File: src/rtl/seradd_pkg.sv
// seradd_pkg: shared types and constants for the bit-serial adder sequencer.
//   state_t       - controller state encoding (IDLE / SHIFT / DONE)
//   DEFAULT_WIDTH - default operand/result width
package seradd_pkg;

  localparam int DEFAULT_WIDTH = 4;

  typedef enum logic [1:0] {
    IDLE  = 2'd0,
    SHIFT = 2'd1,
    DONE  = 2'd2
  } state_t;

endpackage

File: src/rtl/seradd_if.sv
// seradd_if: request/response bundle between a parallel requester and seradd_ctrl.
//   in_valid/in_ready   - operation handshake (op_a, op_b, cin)
//   out_valid/out_ready - result handshake (sum, cout[, ovf])
//   busy                - sequencer is in SHIFT or DONE
// Optional: SERADD_OVF_EN adds the ovf (signed overflow) result bit.
interface seradd_if
  import seradd_pkg::*;
#(
  parameter int WIDTH = DEFAULT_WIDTH
);
  logic             in_valid;
  logic             in_ready;
  logic [WIDTH-1:0] op_a;
  logic [WIDTH-1:0] op_b;
  logic             cin;
  logic             out_valid;
  logic             out_ready;
  logic [WIDTH-1:0] sum;
  logic             cout;
  logic             busy;
`ifdef SERADD_OVF_EN
  logic             ovf;

  modport master (output in_valid, op_a, op_b, cin, out_ready,
                  input  in_ready, out_valid, sum, cout, busy, ovf);
  modport slave  (input  in_valid, op_a, op_b, cin, out_ready,
                  output in_ready, out_valid, sum, cout, busy, ovf);
`else
  modport master (output in_valid, op_a, op_b, cin, out_ready,
                  input  in_ready, out_valid, sum, cout, busy);
  modport slave  (input  in_valid, op_a, op_b, cin, out_ready,
                  output in_ready, out_valid, sum, cout, busy);
`endif
endinterface

File: src/rtl/seradd_bit_slice.sv
// seradd_bit_slice: one-bit full adder with a registered carry.
//   clk, rst  - clock, synchronous active-high reset
//   i_load    - load carry register with i_cin
//   i_cin     - carry-in for bit 0
//   i_en      - advance carry register with the current carry-out
//   i_a, i_b  - current operand bits
//   o_sum     - sum bit for the current position
//   o_carry   - registered carry (carry into the current position)
//   o_cout    - carry out of the current position
module seradd_bit_slice (
  input  logic clk,
  input  logic rst,
  input  logic i_load,
  input  logic i_cin,
  input  logic i_en,
  input  logic i_a,
  input  logic i_b,
  output logic o_sum,
  output logic o_carry,
  output logic o_cout
);
  logic r_carry;

  assign o_sum   = i_a ^ i_b ^ r_carry;
  assign o_cout  = (i_a & i_b) | (i_a & r_carry) | (i_b & r_carry);
  assign o_carry = r_carry;

  always_ff @(posedge clk) begin
    if (rst)
      r_carry <= 1'b0;
    else if (i_load)
      r_carry <= i_cin;
    else if (i_en)
      r_carry <= o_cout;
  end
endmodule

File: src/rtl/seradd_ctrl.sv
// seradd_ctrl: sequencer that feeds two parallel operands LSB-first through a
// serial adder slice and returns the reassembled sum with carry-out.
//   clk, rst - clock, synchronous active-high reset
//   bus      - seradd_if slave: operation in, result out, busy
// Optional: SERADD_OVF_EN adds bus.ovf (signed two's-complement overflow).
//
// state | meaning
// IDLE  | in_ready high, waiting for an operation
// SHIFT | one bit added per cycle, WIDTH cycles
// DONE  | result presented, waiting for out_ready
module seradd_ctrl
  import seradd_pkg::*;
#(
  parameter int WIDTH = DEFAULT_WIDTH
) (
  input logic      clk,
  input logic      rst,
  seradd_if.slave  bus
);
  localparam int CW = $clog2(WIDTH + 1);
  localparam logic [CW-1:0] LAST = CW'(WIDTH - 1);
  localparam logic [CW-1:0] ONE  = CW'(1);

  state_t           r_state, w_state_nxt;
  logic [WIDTH-1:0] r_a, r_b, r_res, r_sum;
  logic [CW-1:0]    r_cnt;
  logic             r_cout;
  logic [WIDTH-1:0] w_res_next;
  logic             w_accept, w_shift_en, w_last;
  logic             w_in_ready, w_out_valid, w_busy;
  logic             w_s, w_carry, w_cout;

  seradd_bit_slice u_slice (
    .clk     (clk),
    .rst     (rst),
    .i_load  (w_accept),
    .i_cin   (bus.cin),
    .i_en    (w_shift_en),
    .i_a     (r_a[0]),
    .i_b     (r_b[0]),
    .o_sum   (w_s),
    .o_carry (w_carry),
    .o_cout  (w_cout)
  );

  generate
    if (WIDTH == 1) begin : g_w1
      assign w_res_next = w_s;
    end else begin : g_wn
      assign w_res_next = {w_s, r_res[WIDTH-1:1]};
    end
  endgenerate

  assign w_last = (r_state == SHIFT) && (r_cnt == LAST);

  always_comb begin
    w_state_nxt = r_state;
    w_in_ready  = 1'b0;
    w_out_valid = 1'b0;
    w_busy      = 1'b0;
    w_accept    = 1'b0;
    w_shift_en  = 1'b0;
    case (r_state)
      IDLE: begin
        w_in_ready = 1'b1;
        if (bus.in_valid) begin
          w_accept    = 1'b1;
          w_state_nxt = SHIFT;
        end
      end
      SHIFT: begin
        w_busy     = 1'b1;
        w_shift_en = 1'b1;
        if (r_cnt == LAST)
          w_state_nxt = DONE;
      end
      DONE: begin
        w_busy      = 1'b1;
        w_out_valid = 1'b1;
        if (bus.out_ready)
          w_state_nxt = IDLE;
      end
      default: w_state_nxt = IDLE;
    endcase
  end

  always_ff @(posedge clk) begin
    if (rst) begin
      r_state <= IDLE;
      r_a     <= '0;
      r_b     <= '0;
      r_res   <= '0;
      r_cnt   <= '0;
      r_sum   <= '0;
      r_cout  <= 1'b0;
    end else begin
      r_state <= w_state_nxt;
      if (w_accept) begin
        r_a   <= bus.op_a;
        r_b   <= bus.op_b;
        r_cnt <= '0;
      end else if (w_shift_en) begin
        r_a   <= r_a >> 1;
        r_b   <= r_b >> 1;
        r_res <= w_res_next;
        r_cnt <= r_cnt + ONE;
      end
      // Result registers only move on the final bit, so they hold the last
      // answer across IDLE and the next SHIFT.
      if (w_last) begin
        r_sum  <= w_res_next;
        r_cout <= w_cout;
      end
    end
  end

`ifdef SERADD_OVF_EN
  logic r_ovf;
  // On the final bit the registered carry is the carry into the MSB.
  always_ff @(posedge clk) begin
    if (rst)
      r_ovf <= 1'b0;
    else if (w_last)
      r_ovf <= w_carry ^ w_cout;
  end
  assign bus.ovf = r_ovf;
`else
  logic w_unused_carry;
  assign w_unused_carry = w_carry;
`endif

  assign bus.in_ready  = w_in_ready;
  assign bus.out_valid = w_out_valid;
  assign bus.busy      = w_busy;
  assign bus.sum       = r_sum;
  assign bus.cout      = r_cout;
endmodule

File: src/flat_wrapper.sv
// flat-port wrapper written by rule: the top's interface ports become plain ports
module seradd_ctrl_flat import seradd_pkg::*;
#(
  parameter int WIDTH = DEFAULT_WIDTH
)
  (clk, rst, bus_in_valid, bus_op_a, bus_op_b, bus_cin, bus_out_ready, bus_in_ready, bus_out_valid, bus_sum, bus_cout, bus_busy);
  seradd_if #(.WIDTH(WIDTH)) bus_i ();
  input logic clk;
  input logic rst;
  input wire logic [$bits(bus_i.in_valid)-1:0] bus_in_valid;
  input wire logic [$bits(bus_i.op_a)-1:0] bus_op_a;
  input wire logic [$bits(bus_i.op_b)-1:0] bus_op_b;
  input wire logic [$bits(bus_i.cin)-1:0] bus_cin;
  input wire logic [$bits(bus_i.out_ready)-1:0] bus_out_ready;
  output wire logic [$bits(bus_i.in_ready)-1:0] bus_in_ready;
  output wire logic [$bits(bus_i.out_valid)-1:0] bus_out_valid;
  output wire logic [$bits(bus_i.sum)-1:0] bus_sum;
  output wire logic [$bits(bus_i.cout)-1:0] bus_cout;
  output wire logic [$bits(bus_i.busy)-1:0] bus_busy;
  assign bus_i.in_valid = bus_in_valid;
  assign bus_i.op_a = bus_op_a;
  assign bus_i.op_b = bus_op_b;
  assign bus_i.cin = bus_cin;
  assign bus_i.out_ready = bus_out_ready;
  assign bus_in_ready = bus_i.in_ready;
  assign bus_out_valid = bus_i.out_valid;
  assign bus_sum = bus_i.sum;
  assign bus_cout = bus_i.cout;
  assign bus_busy = bus_i.busy;
  seradd_ctrl #(.WIDTH(WIDTH)) u_core (.clk(clk), .rst(rst), .bus(bus_i));
endmodule
File: config.mk
export PLATFORM = sky130hd
export DESIGN_NAME = seradd_ctrl_flat
export DESIGN_NICKNAME = d
export VERILOG_FILES = /design/src/rtl/seradd_pkg.sv /design/src/rtl/seradd_if.sv /design/src/rtl/seradd_bit_slice.sv /design/src/rtl/seradd_ctrl.sv /design/src/flat_wrapper.sv
export SDC_FILE = /design/constraint.sdc
export NUM_CORES = 1
export LEC_CHECK = 0
export BUFFER_PORTS_ARGS = -buffer_cell sky130_fd_sc_hd__buf_2
export CAP_MARGIN = 20
export CORE_MARGIN = 4
export CORE_UTILIZATION = 59
export CTS_BUF_LIST = sky130_fd_sc_hd__clkbuf_4
export DETAILED_ROUTE_END_ITERATION = 8
export PLACE_DENSITY = 0.83
export SLEW_MARGIN = 20
export SYNTH_ARGS = -nofsm -noshare
export SYNTH_HDL_FRONTEND = slang
export SYNTH_HIERARCHICAL = 1
export SYNTH_SLANG_ARGS = --single-unit
File: constraint.sdc
create_clock -name clk -period 2.14 [get_ports clk]
set_input_delay 0 -clock clk [delete_from_list [all_inputs] [get_ports clk]]
set_output_delay 0 -clock clk [all_outputs]
set_load 0.1 [all_outputs]
==> flow_summary.toml <==
[routing]
first_pass_iters = 4
drtAntennaViolNets = 0
drt-wirelength-per-cell_um = 12.7
drtIter0Drc = 10
post_drt_via_cell_ratio = 5.42
route.detailed.drc = 0
drt-total-wl_um = 1880
vias = 802

[worst_setup_path]
start_kind = "flip-flop"
critPathKind = "flip-flop to flip-flop"
required_ns = 2.32
r2r_end = "u_core/r_cnt[2]$_SDFFE_PP0P_"
cp_data_arrival_time_ns = 1.82
crit_path_max_fanout = 15
reg2reg_depth = 6
cp-end-kind = "flip-flop"
r2r_start = "u_core/r_state[0]$_SDFFE_PP0P_"
critPathCapture = "u_core/r_cnt[2]$_SDFFE_PP0P_"
crit_path_start = "u_core/r_state[0]$_SDFFE_PP0P_"
r2r_slack_ns = 0.50

[power_and_ir_drop]
leakagePower_nw = 0.510
vdd_ir_drop_max_mv = 0.950
fin_total_pwr_mw = 1.40
pwr_density_cell_mw_per_mm2 = 1170

[grt]
grt_pass1_vias = 805
grt_max_degree = 25
grtUsageMet1 = 0.211
grt_overflow = 0
antenna_found_initial = 0
grtUsageTotal = 0.176
grt_pass1_wl_um = 3450
use_met2 = 0.304
use_met3 = 0.0336
busiest_layer = "met2"

[die]
io_pins = 21
die_width_um = 48.8
dieArea_mm2 = 0.00238
core_area_mm2 = 0.00154
die_h_um = 48.8
rows = 14
initial_utilization = 0.637

[clock_network]
clock_latency_ns = 0.30
cts_buffer_depth = 2
cts_buffers = 3
cts-root-buf = "clkbuf_4"
cts.hold.buffers_added = 7
cts_resized = 0
htree_levels = 1
cts_sinks = 22
cts_tree = "done"
clk_pin_slew_ns = 0.12
cts_setup_buffers = 0

[finish]
final_area_mm2 = 0.00119
post-route-util = 0.773
layout-drive-gt1-share = 0.212
syn2layout_area_growth_pct = 21.3
diodes = 0
final_net_count = 153

[synthesis]
syn-num-nets = 123
synth-async-reset-ratio = 0
avgSynthCellArea_um2 = 9.44
seq_area_frac_synth = 0.448
ys_types = 22
synth_flop_cell = "dfxtp_1"
syn_area_um2 = 982
synth_edf_count = 0
synth-seq-cells = 22
synth_cells = 104
yosysWarnings = 6

[sta]
period_share = 0.766
hold_violations = 0
skew_ns = 0.00577
fin_setup_tns_ns = 0
layout_setup_ws_ns = 0.501
maxSlewHeadroom = 0.666
timing.fmax_mhz = 610
tightest_slew_ns = 0.501
fin_crit_ns = 1.64
rsz0062_at_grt = "false"
setup_viol = 0
drv_slew = 0

[place]
postPlaceCellArea_mm2 = 0.00110
hpwl_um = 1300
io_buffers = 20
place_ws_ns = 0.508
place.gp.congestion = 0.796

[job]
drv_cap = 0

[worst_hold_path]
min_path_type = "primary input to flip-flop"

[status]
status = "finished clean"
per-layer routing:
metal / vias to the layer above / wire (um)
li1: 415 / -
met1: 364 / 820
met2: 19 / 952
met3: 4 / 77
met4: 0 / 28
met5: - / 0
how the worst min path moves through the flow:
stage                 from                                   to  slack (ns)  depth (start not counted)
3_5_place_dp   bus_op_a[3]           u_core/r_a[3]$_SDFFE_PP0P_        0.25                          3
4_1_cts        bus_op_a[1]           u_core/r_a[1]$_SDFFE_PP0P_       0.007                          3
3_3_place_gp   bus_op_b[3]           u_core/r_b[3]$_SDFFE_PP0P_        0.25                          3
2_1_floorplan          rst  u_core/u_slice/o_carry$_SDFFE_PP0P_        0.06                          1
6_report       bus_op_a[1]           u_core/r_a[1]$_SDFFE_PP0P_       0.009                          3
5_1_grt        bus_op_a[1]           u_core/r_a[1]$_SDFFE_PP0P_        0.03                          3
Yosys cell counts (2+ instances only):
| cell type | n | area [um2] |
|---|---|---|
| a211oi_1 | 6 | 45.0 |
| a21oi_1 | 7 | 35.0 |
| buf_2 | 3 | 15.0 |
| dfxtp_1 | 22 | 440 |
| ha_1 | 5 | 62.6 |
| inv_1 | 7 | 26.3 |
| mux2i_1 | 13 | 130 |
| nand2_1 | 9 | 33.8 |
| nand2b_1 | 4 | 25.0 |
| nand3_1 | 5 | 25.0 |
| nand3b_1 | 2 | 15.0 |
| nor2_1 | 10 | 37.5 |
| nor3_1 | 2 | 10.0 |
flip-flops by register name, summed over array words and instances, names as in the netlist:
signal and flops:
u_core/bus.cout 1, u_core/bus.sum 4, u_core/r_a 4, u_core/r_b 4, u_core/r_cnt 3, u_core/r_res 3
u_core/r_state 2, u_core/u_slice/o_carry 1
cell families after synthesis:
| group | after synthesis | share of synthesized area |
|---|---|---|
| adders and majority gates | 6 | 0.0841 |
| xor gates and xnor gates | 1 | 0.00892 |
| buffers and inverters | 13 | 0.0573 |
| muxes | 13 | 0.132 |
| AOI/OAI and AO/OA | 16 | 0.113 |
| and+or+nand+nor | 33 | 0.155 |
| DFF | 22 | 0.448 |
critical path, stage by stage, from the launching register on:
cell and delay [ns]:
dfxtp_1 0.38, inv_1 0.08, ha_1 0.25, nand2_1 0.08
buf_4 0.19, inv_1 0.15, a2111oi_0 0.39
where the power goes:
part | internal [mW] | leakage [nW] | switching, mW
Combinational | 0.226 | 0.316 | 0.443
Clock | 0.0655 | 0.0138 | 0.116
Sequential | 0.491 | 0.180 | 0.0544
placed cells by master, fill, tap and decap left out, drive strengths merged, types with 2 or more instances in the layout:
cell and n:
a211oi 7, a21oi 7, buf 23, clkbuf 3, dfxtp 22, dlygate4sd3 7
ha 5, inv 8, mux2i 13, nand2 9, nand2b 4, nand3 5
nand3b 2, nor2 10, nor3 2
final cells by class:
cell class / count / area (um2)
clock buffer: 3 / 22.5
fill: 115 / 350
inverter: 8 / 30.0
multi-input combinational: 69 / 485
sequential: 22 / 440
tap: 16 / 20.0
timing repair buffer: 30 / 193
stage by stage:
stage          hold slack [ns]  instances
2_1_floorplan           0.0646        104
3_3_place_gp             0.248        138
3_5_place_dp             0.252        138
4_1_cts                0.00696        148
5_1_grt                 0.0287        148
6_report               0.00893        148
Note: power is estimated with default switching activity, not from simulation.
